===== src/rtl/doc_wave_ram_ctrl_if.sv =====
// doc_wave_ram_ctrl_if
//   Requester-side bundle of the wave-memory controller: the DOC5503
//   wavetable fetch port and the Sound GLU host access port.
//   master : requester side (DOC engine / host glue)
//   slave  : controller side (doc_wave_ram_ctrl)
//   DOC   : wave_address_i, wave_rd_i -> wave_data_ready_o, wave_data_o
//   Host  : host_req_i, host_we_i, host_addr_i, host_wdata_i -> host_ack_o, host_rdata_o
interface doc_wave_ram_ctrl_if #(
  parameter int ADDR_WIDTH = 16
);
  logic [ADDR_WIDTH-1:0] wave_address_i;
  logic                  wave_rd_i;
  logic                  wave_data_ready_o;
  logic [7:0]            wave_data_o;
  logic                  host_req_i;
  logic                  host_we_i;
  logic [ADDR_WIDTH-1:0] host_addr_i;
  logic [7:0]            host_wdata_i;
  logic                  host_ack_o;
  logic [7:0]            host_rdata_o;

  modport master (
    output wave_address_i, wave_rd_i, host_req_i, host_we_i, host_addr_i, host_wdata_i,
    input  wave_data_ready_o, wave_data_o, host_ack_o, host_rdata_o
  );

  modport slave (
    input  wave_address_i, wave_rd_i, host_req_i, host_we_i, host_addr_i, host_wdata_i,
    output wave_data_ready_o, wave_data_o, host_ack_o, host_rdata_o
  );
endinterface


===== src/rtl/doc_wave_ram_ctrl.sv =====
// doc_wave_ram_ctrl
//   Wave-memory controller in front of the DOC5503. Arbitrates DOC wavetable
//   fetches against host (Sound GLU) loads onto a single-port synchronous
//   sound RAM with RAM_LATENCY (1..4) cycles of read latency. One access in
//   flight at a time: IDLE -> ISSUE -> (WAIT) -> DONE -> IDLE.
//   Ports:
//     clk_i, reset_i      clock, asynchronous active-high reset
//     bus (slave)         DOC fetch port + host access port
//     ram_en_o/ram_we_o   one-cycle RAM strobe / write enable
//     ram_addr_o          RAM address, ram_wdata_o write data
//     ram_rdata_i         RAM read data, valid RAM_LATENCY cycles after ram_en_o
//   Build option:
//     DOC_FETCH_CACHE_EN  one-entry DOC fetch cache (address/data/valid),
//                         hits answered from IDLE without touching the RAM,
//                         host writes to the cached address are written through.
module doc_wave_ram_ctrl #(
  parameter int ADDR_WIDTH  = 16,
  parameter int RAM_LATENCY = 1
) (
  input  logic                  clk_i,
  input  logic                  reset_i,
  doc_wave_ram_ctrl_if.slave    bus,
  output logic                  ram_en_o,
  output logic                  ram_we_o,
  output logic [ADDR_WIDTH-1:0] ram_addr_o,
  output logic [7:0]            ram_wdata_o,
  input  logic [7:0]            ram_rdata_i
);

  typedef enum logic [1:0] {IDLE, ISSUE, WAIT, DONE} state_t;

  // WAIT lasts RAM_LATENCY cycles; the counter reaches 0 in the cycle the
  // RAM data is valid.
  localparam logic [1:0] LAT_LOAD = 2'(RAM_LATENCY - 1);

  state_t     state;
  logic [1:0] lat_cnt;
  logic       fair;       // host gets priority on the next contended IDLE
  logic       doc_armed;  // one fetch per wave_rd_i high period
  logic       owner_doc;
  logic       is_write;

  logic doc_elig, grant_host, grant_doc, doc_complete;

`ifdef DOC_FETCH_CACHE_EN
  logic                  c_valid;
  logic [ADDR_WIDTH-1:0] c_addr;
  logic [7:0]            c_data;
  logic                  cache_hit;
`endif

  always_comb begin
    doc_elig     = bus.wave_rd_i && doc_armed;
    grant_host   = (state == IDLE) && bus.host_req_i && (!doc_elig || fair);
    grant_doc    = (state == IDLE) && doc_elig && !grant_host;
    doc_complete = (state == WAIT) && (lat_cnt == 2'd0) && owner_doc;
`ifdef DOC_FETCH_CACHE_EN
    cache_hit    = grant_doc && c_valid && (c_addr == bus.wave_address_i);
    doc_complete = doc_complete || cache_hit;
`endif
  end

  always_ff @(posedge clk_i or posedge reset_i) begin
    if (reset_i) begin
      state                 <= IDLE;
      lat_cnt               <= 2'd0;
      fair                  <= 1'b0;
      doc_armed             <= 1'b1;
      owner_doc             <= 1'b0;
      is_write              <= 1'b0;
      ram_en_o              <= 1'b0;
      ram_we_o              <= 1'b0;
      ram_addr_o            <= '0;
      ram_wdata_o           <= '0;
      bus.wave_data_ready_o <= 1'b0;
      bus.wave_data_o       <= '0;
      bus.host_ack_o        <= 1'b0;
      bus.host_rdata_o      <= '0;
`ifdef DOC_FETCH_CACHE_EN
      c_valid               <= 1'b0;
      c_addr                <= '0;
      c_data                <= '0;
`endif
    end else begin
      // strobes and pulses are single-cycle unless re-asserted below
      ram_en_o              <= 1'b0;
      ram_we_o              <= 1'b0;
      bus.wave_data_ready_o <= 1'b0;
      bus.host_ack_o        <= 1'b0;

      // a low wave_rd_i always re-arms, even if the DOC withdrew mid-fetch
      if (!bus.wave_rd_i)    doc_armed <= 1'b1;
      else if (doc_complete) doc_armed <= 1'b0;

      case (state)
        IDLE: begin
`ifdef DOC_FETCH_CACHE_EN
          if (cache_hit) begin
            bus.wave_data_o       <= c_data;
            bus.wave_data_ready_o <= 1'b1;
          end else
`endif
          if (grant_doc || grant_host) begin
            ram_en_o   <= 1'b1;
            ram_we_o   <= grant_host && bus.host_we_i;
            ram_addr_o <= grant_host ? bus.host_addr_i : bus.wave_address_i;
            if (grant_host) ram_wdata_o <= bus.host_wdata_i;
            owner_doc  <= grant_doc;
            is_write   <= grant_host && bus.host_we_i;
            state      <= ISSUE;
            if (grant_host)           fair <= 1'b0;
            else if (bus.host_req_i)  fair <= 1'b1;
          end
        end
        ISSUE: begin
          if (is_write) begin
            bus.host_ack_o <= 1'b1;
            state          <= DONE;
`ifdef DOC_FETCH_CACHE_EN
            if (c_valid && (c_addr == ram_addr_o)) c_data <= ram_wdata_o;
`endif
          end else begin
            lat_cnt <= LAT_LOAD;
            state   <= WAIT;
          end
        end
        WAIT: begin
          if (lat_cnt == 2'd0) begin
            if (owner_doc) begin
              bus.wave_data_o       <= ram_rdata_i;
              bus.wave_data_ready_o <= 1'b1;
`ifdef DOC_FETCH_CACHE_EN
              c_valid               <= 1'b1;
              c_addr                <= ram_addr_o;
              c_data                <= ram_rdata_i;
`endif
            end else begin
              bus.host_rdata_o <= ram_rdata_i;
              bus.host_ack_o   <= 1'b1;
            end
            state <= DONE;
          end else begin
            lat_cnt <= lat_cnt - 2'd1;
          end
        end
        DONE:    state <= IDLE;
        default: state <= IDLE;
      endcase
    end
  end

endmodule

===== src/flat_wrapper.sv =====
// flat-port wrapper written by rule: the top's interface ports become plain ports
module doc_wave_ram_ctrl_flat 
#(
  parameter int ADDR_WIDTH  = 16,
  parameter int RAM_LATENCY = 1
)
  (clk_i, reset_i, ram_en_o, ram_we_o, ram_addr_o, ram_wdata_o, ram_rdata_i, bus_wave_address_i, bus_wave_rd_i, bus_host_req_i, bus_host_we_i, bus_host_addr_i, bus_host_wdata_i, bus_wave_data_ready_o, bus_wave_data_o, bus_host_ack_o, bus_host_rdata_o);
  doc_wave_ram_ctrl_if #(.ADDR_WIDTH(ADDR_WIDTH)) bus_i ();
  input  logic clk_i;
  input  logic reset_i;
  output logic ram_en_o;
  output logic ram_we_o;
  output logic [ADDR_WIDTH-1:0] ram_addr_o;
  output logic [7:0] ram_wdata_o;
  input  logic [7:0] ram_rdata_i;
  input wire logic [$bits(bus_i.wave_address_i)-1:0] bus_wave_address_i;
  input wire logic [$bits(bus_i.wave_rd_i)-1:0] bus_wave_rd_i;
  input wire logic [$bits(bus_i.host_req_i)-1:0] bus_host_req_i;
  input wire logic [$bits(bus_i.host_we_i)-1:0] bus_host_we_i;
  input wire logic [$bits(bus_i.host_addr_i)-1:0] bus_host_addr_i;
  input wire logic [$bits(bus_i.host_wdata_i)-1:0] bus_host_wdata_i;
  output wire logic [$bits(bus_i.wave_data_ready_o)-1:0] bus_wave_data_ready_o;
  output wire logic [$bits(bus_i.wave_data_o)-1:0] bus_wave_data_o;
  output wire logic [$bits(bus_i.host_ack_o)-1:0] bus_host_ack_o;
  output wire logic [$bits(bus_i.host_rdata_o)-1:0] bus_host_rdata_o;
  assign bus_i.wave_address_i = bus_wave_address_i;
  assign bus_i.wave_rd_i = bus_wave_rd_i;
  assign bus_i.host_req_i = bus_host_req_i;
  assign bus_i.host_we_i = bus_host_we_i;
  assign bus_i.host_addr_i = bus_host_addr_i;
  assign bus_i.host_wdata_i = bus_host_wdata_i;
  assign bus_wave_data_ready_o = bus_i.wave_data_ready_o;
  assign bus_wave_data_o = bus_i.wave_data_o;
  assign bus_host_ack_o = bus_i.host_ack_o;
  assign bus_host_rdata_o = bus_i.host_rdata_o;
  doc_wave_ram_ctrl #(.ADDR_WIDTH(ADDR_WIDTH), .RAM_LATENCY(RAM_LATENCY)) u_core (.clk_i(clk_i), .reset_i(reset_i), .bus(bus_i), .ram_en_o(ram_en_o), .ram_we_o(ram_we_o), .ram_addr_o(ram_addr_o), .ram_wdata_o(ram_wdata_o), .ram_rdata_i(ram_rdata_i));
endmodule

===== config.mk =====
export PLATFORM = sky130hd
export DESIGN_NAME = doc_wave_ram_ctrl_flat
export DESIGN_NICKNAME = d
export VERILOG_FILES = /design/src/rtl/doc_wave_ram_ctrl_if.sv /design/src/rtl/doc_wave_ram_ctrl.sv /design/src/flat_wrapper.sv
export SDC_FILE = /design/constraint.sdc
export NUM_CORES = 1
export LEC_CHECK = 0
export BUFFER_PORTS_ARGS = -buffer_cell sky130_fd_sc_hd__buf_2
export CAP_MARGIN = 20
export CORE_ASPECT_RATIO = 1.1
export CORE_MARGIN = 5
export CORE_UTILIZATION = 47
export DETAILED_ROUTE_END_ITERATION = 16
export GPL_TIMING_DRIVEN = 1
export PLACE_DENSITY = 0.84
export SYNTH_ARGS = -nofsm -noshare
export SYNTH_HDL_FRONTEND = slang
export SYNTH_SLANG_ARGS = --single-unit

===== constraint.sdc =====
create_clock -name clk_i -period 2.4 [get_ports clk_i]
set_clock_uncertainty 0.2 [all_clocks]
set_input_delay 0.48 -clock clk_i [delete_from_list [all_inputs] [get_ports clk_i]]
set_output_delay 0.48 -clock clk_i [all_outputs]
set_load 0.1 [all_outputs]

==> flow_metrics.py, run 1 <==
metrics = {
    "die": {
        "core_region_area_mm2": 0.00468,
        "ios": 97,
        "num_rows": 26,
        "die_area_mm2": 0.00634,
        "die_y_um": 83.0,
        "initial_utilization_pct": 48.6,
        "die_x_um": 76.4,
    },
    "timing": {
        "report.final.slew_viol_count": 0,
        "period_minus_slack_ns": 1.95,
        "clock.fmax_mhz": 513,
        "setup_viol": 0,
        "slew_headroom_pct": 58.9,
        "tns_ns": 0,
        "finalHoldViolCount": 0,
        "fin_crit_sh_pct": 81.3,
        "rsz0062_at_grt": "no",
        "worstMarginPinSlew_ns": 0.615,
        "setup_ws_ns": 0.449,
    },
    "final_layout": {
        "diodes": 0,
        "syn_to_final_growth_pct": 27.7,
        "multi_input_area_um2": 887,
        "instances_no_fill": 334,
        "fillers": 394,
        "fin_area_mm2": 0.00291,
        "final-seq-area_mm2": 0.00130,
        "drive_gt1_share_pct": 50.7,
        "final_nets": 334,
    },
    "grt": {
        "grt_pass1_wl_mm": 8.99,
        "grt_max_degree": 22,
        "grt_pass1_vias": 1987,
        "track_usage_pct": 17.0,
        "grt_remaining_overflow": 0,
        "antenna_found_initial": 0,
    },
    "worst_setup_path": {
        "start_kind": "flop",
        "required_ns": 2.40,
        "path_delay_family": "simple AND/OR/NAND/NOR gates",
        "crit_fanout": 17,
        "end_kind": "flop",
        "arrival_ns": 1.95,
        "path_cells": "and3b_1 > nor2_4 > mux2_1",
        "crit_buf_inv": 0,
        "slowest_stage": "dfstp_2",
        "crit_type": "flop to flop",
        "critPathMaxStageDelay_ns": 0.59,
    },
    "yosys": {
        "yosysTopAreaCell": "dfrtp_1",
        "synth_enable_flop_cells": 0,
        "async_reset_ff_share_pct": 100,
        "synth_area_mm2": 0.00228,
        "synth.top_cell.area_share_pct": 56.0,
        "synth_area_per_cell_um2": 12.8,
        "syn-num-nets": 235,
        "ys_warn_count": 0,
        "syn-instance-count": 178,
        "seq_area_frac_synth_pct": 57.2,
        "yosys-top-cells-area": "dfrtp_1 56%, mux2_2 12%, a2bb2oi_1 6.2%, a311oi_1 6.2%, o21ai_0 3.7%",
        "synthFlopType": "dfrtp_1",
        "synth.distinct_cells": 36,
        "synth-seq-cells": 52,
    },
    "detailed_routing": {
        "vias_per_cell": 5.53,
        "post-route-drc-count": 0,
        "detail-route-antenna-nets": 0,
        "wl_per_cell_um": 15.8,
        "routed.top_layer": "met4",
        "wl_met3_um": 555,
        "initialDrtViolationCount": 104,
        "route.met2.wl_mm": 2.47,
        "via_count": 1847,
        "wl_met1_mm": 2.21,
        "firstDrtPassIters": 4,
        "wl_mm": 5.29,
    },
    "clock_tree": {
        "path_clk_slew_ns": 0.10,
        "htreeDepth": 2,
        "cts_buffers": 5,
        "clock_sinks": 52,
        "cts_tree": "built",
        "cts_resized": 0,
        "cts-root-buf": "clkbuf_8",
        "clk_latency_ns": 0.30,
        "cts_buffer_depth": 2,
    },
    "run": {
        "max_cap_viol_count": 0,
    },
    "placed_design": {
        "hpwl_mm": 3.99,
        "place_inst": 325,
        "place.gp.congestion": 0.768,
        "dp_slack_ns": 0.362,
        "place_area_mm2": 0.00281,
        "numPortBuffers": 96,
    },
    "worst_hold_path": {
        "hold_class": "input pin to flop",
    },
    "status": {
        "status": "complete, no violations",
    },
}
==> through the flow <==
stage / hold slack (ns) / util [%]
final: 0.170 / 62.1
after global routing: 0.175 / 62.1
after CTS: 0.160 / 62.1
after detailed placement: 0.271 / 59.9
after global placement: 0.264 / 59.9
after floorplan: 0.265 / -
==> cells in the mapped netlist (2+ instances only) <==
cell and number:
a21oi_1 4, a311oi_1 16, nand2_1 5, o21ai_0 17, clkbuf_1 2, nand3b_1 2, ha_1 4, nor2_1 2
o2bb2ai_1 2, inv_1 7, buf_4 2, a2bb2oi_1 16, dfrtp_1 51, mux2_2 24, buf_2 3
==> per-layer routing <==
metal / up-vias / GRT usage, %
met2: 96 / 27.2
met1: 879 / 21.1
met3: 4 / 6.60
li1: 868 / -
met4: 0 / 5.09
met5: - / 0
==> registers in the layout, summed over array words and instances, names as in the netlist <==
name,flops
u_core.bus.host_ack_o,1
u_core.ram_wdata_o,8
u_core.bus.host_rdata_o,8
u_core.doc_armed,1
u_core.lat_cnt,2
u_core.fair,1
u_core.is_write,1
u_core.ram_addr_o,16
u_core.ram_we_o,1
u_core.state,2
u_core.bus.wave_data_ready_o,1
u_core.ram_en_o,1
u_core.bus.wave_data_o,8
u_core.owner_doc,1
==> area by class of cell <==
cell class              count  share of cell area [%]
flip-flops and latches     52                    44.8
multi-input cells         108                    30.5
repair buffers            102                    18.2
well taps                  56                    2.41
clock buffers               5                    2.37
inverters                   8                    1.03
clock inverters             3                   0.774
==> placed cells by master (no fill, tap or decap) <==
cell           Yosys  final
nor2_4             1      1
a21boi_0           1      1
dfstp_2            1      1
and2_1             1      1
o2bb2ai_1          2      2
clkinv_4           0      1
a311oi_1          16     16
a21oi_1            4      4
mux2_2            24     24
mux2_1             1      1
nor2_1             2      2
nor3b_1            1      1
buf_4              2      5
nor2b_1            1      1
a22o_1             1      1
inv_6              0      1
buf_2              3     96
nand3_1            1      1
ha_1               4      4
dlygate4sd3_1      0      1
clkinv_2           0      1
inv_1              7      6
nand2b_1           1      1
clkbuf_8           0      5
a31oi_1            1      1
a21bo_2            1      1
a21oi_2            1      1
nor2_2             1      1
a2bb2oi_1         16     16
and3b_1            1      1
inv_2              1      2
nand3b_1           2      2
o21ai_0           17     17
nand2_1            5      5
dfrtp_1           51     51
or2_2              1      1
o22ai_1            1      1
==> worst reg2reg max path: stages, from the launching register on <==
cell and delay [ns]:
dfstp_2 0.59, and3b_1 0.54, nor2_4 0.17, mux2_1 0.34
==> final timing paths <==
check	from	endpoint	slack, ns	depth (start not counted)
max in group asynchronous	reset_i	u_core.ram_addr_o[2]	0.91	4
min	bus_wave_rd_i	u_core.doc_armed	0.17	2
min reg2reg	u_core.ram_wdata_o[0]	u_core.ram_wdata_o[0]	0.29	1
max	u_core.doc_armed	u_core.ram_wdata_o[0]	0.45	3
max reg2reg	u_core.doc_armed	u_core.ram_wdata_o[0]	0.45	3
min in group asynchronous	reset_i	u_core.ram_wdata_o[7]	0.51	3
==> repair_timing <==
action | 4_1_cts | 5_1_grt
hold buffers | 1 | 0
setup endpoints to repair | 0 | 0
hold endpoints to repair | 18 | 0
buffers inserted | 0 | 0
==> logic make-up after synthesis <==
| kind of cell | synth area share [%] |
|---|---|
| adder cells (fa/ha/maj) | 2.20 |
| multiplexers | 12.4 |
| AO/OA/AOI/OAI | 19.8 |
| flip-flops | 57.2 |
| AND/OR/NAND/NOR | 4.62 |
| buffers and inverters | 3.85 |
Power of run 1 is left out: the tool's default activity adds up to more than one toggle a clock period on the data nets, which glitch-free logic cannot reach.
==> inputs of run 2 (changes only) <==
==> constraint.sdc (replaced) <==
create_clock -name clk_i -period 2.01 [get_ports clk_i]
set_clock_uncertainty 0.2 [all_clocks]
set_input_delay 0.402 -clock clk_i [delete_from_list [all_inputs] [get_ports clk_i]]
set_output_delay 0.402 -clock clk_i [all_outputs]
set_load 0.1 [all_outputs]
==> run 2 against run 1 <==
Against the previous run: sequential share of layout area down 1.2 points; non-clock buffer count rose by 4; worst setup slack worse by 0.33 ns; global-route usage grew 0.27 points; register-to-register slack lost 0.33 ns; via count increased by 2.4%; fmax up 3.2%; cell area up 2.8%; sequential cell count unchanged; first-iteration DRC count fell by 37%.
==> flow_metrics.py, run 2 (synthesis results as in run 1) <==
metrics = {
    "worst_setup_path": {
        "end_kind": "flop",
        "start_kind": "flop",
        "crit_type": "flop to flop",
        "crit_fanout": 9,
        "required_ns": 2.00,
        "arrival_ns": 1.88,
    },
    "grt": {
        "grt_max_degree": 36,
        "grt_remaining_overflow": 0,
        "grt_pass1_wl_mm": 9.26,
        "grt_pass1_vias": 1991,
        "antenna_found_initial": 0,
        "track_usage_pct": 17.2,
    },
    "detailed_routing": {
        "wl_per_cell_um": 15.9,
        "vias_per_cell": 5.58,
        "wl_mm": 5.40,
        "detail-route-antenna-nets": 0,
        "post-route-drc-count": 0,
        "firstDrtPassIters": 4,
        "via_count": 1892,
        "initialDrtViolationCount": 66,
    },
    "timing": {
        "finalHoldViolCount": 0,
        "report.final.slew_viol_count": 0,
        "tns_ns": 0,
        "setup_viol": 0,
        "fin_crit_sh_pct": 94.1,
        "period_minus_slack_ns": 1.89,
        "worstMarginPinSlew_ns": 0.502,
        "rsz0062_at_grt": "no",
        "slew_headroom_pct": 66.8,
        "clock.fmax_mhz": 529,
    },
    "worst_hold_path": {
        "hold_class": "input pin to flop",
    },
    "final_layout": {
        "syn_to_final_growth_pct": 31.3,
        "final_common_cell": "buf_2",
        "largest_register_ffs": 16,
        "final_nets": 339,
        "diodes": 0,
        "mostFrequentLayoutCells": "96 x buf_2, 51 x dfrtp_1, 24 x mux2_2",
        "largest_register": "u_core.ram_addr_o",
        "utilization_pct": 63.8,
        "fillers": 378,
        "drive_gt1_share_pct": 51.9,
    },
    "die": {
        "ios": 97,
        "initial_utilization_pct": 48.6,
        "die_x_um": 76.4,
        "num_rows": 26,
        "die_area_mm2": 0.00634,
        "core_region_area_mm2": 0.00468,
        "die_y_um": 83.0,
    },
    "clock_tree": {
        "cts-root-buf": "clkbuf_8",
        "cts_tree": "built",
        "clock_sinks": 52,
        "path_clk_slew_ns": 0.09,
        "cts_buffer_depth": 2,
        "clk_latency_ns": 0.30,
        "htreeDepth": 2,
        "cts_buffers": 5,
        "post_cts_buffers": 0,
    },
    "placed_design": {
        "numPortBuffers": 96,
        "hpwl_mm": 4.08,
        "place.gp.congestion": 0.777,
    },
    "status": {
        "status": "complete, no violations",
    },
    "run": {
        "max_cap_viol_count": 0,
    },
}
run 2: layer usage:
| metal | track usage [%] | share of wire, % | vias to the layer above |
|---|---|---|---|
| li1 | - | - | 880 |
| met1 | 20.7 | 41 | 919 |
| met2 | 28.7 | 48 | 86 |
| met3 | 6.60 | 10 | 7 |
| met4 | 4.77 | 0.91 | 0 |
| met5 | 0 | 0 | - |
run 2: path summary, 6_finish.rpt:
kind,from,end,slack (ns),depth (start not counted)
worst max-delay path,u_core.state[0],u_core.bus.host_rdata_o[0],0.12,4
worst min-delay path,bus_wave_rd_i,u_core.doc_armed,0.08,2
worst max register to register,u_core.state[0],u_core.bus.host_rdata_o[0],0.12,4
worst min register to register,u_core.ram_wdata_o[0],u_core.ram_wdata_o[0],0.29,1
max in group asynchronous,reset_i,u_core.doc_armed,0.61,4
min in group asynchronous,reset_i,u_core.ram_wdata_o[7],0.43,3
run 2: area by class of cell:
type                       count  area (µm²)  share of cell area, %
sequential                    52        1300                   43.6
tap                           56        70.1                   2.34
clock buffer                   6        82.6                   2.76
clock inverter                 2        38.8                   1.30
timing repair buffer         106         571                   19.1
inverter                       8        30.0                   1.00
multi-input combinational    109         896                   30.0
run 2: worst max-delay path, stage by stage (launching register included):
cell and delay (ns):
dfrtp_1 0.42, inv_1 0.12, ha_1 0.24, nand3b_1 0.38, mux2_2 0.42
run 2: per-stage QoR:
stage                     cell area, µm²  setup WS (ns)  hold WS [ns]  instances
final                               2990          0.119        0.0787        339
after floorplan                     2280          0.152         0.241        178
after global routing                2990         0.0170        0.0749        339
after CTS                           2980          0.105        0.0731        338
after global placement              2850          0.190         0.212        329
after detailed placement            2850          0.116         0.216        329
run 2: what timing repair did:
item | in CTS | in global routing
endpoints found under the setup margin | 0 | 6
gates resized for setup | 0 | 1
hold endpoints to repair | 17 | 0
hold buffers | 1 | 0
Power of run 2 is left out for the same reason.
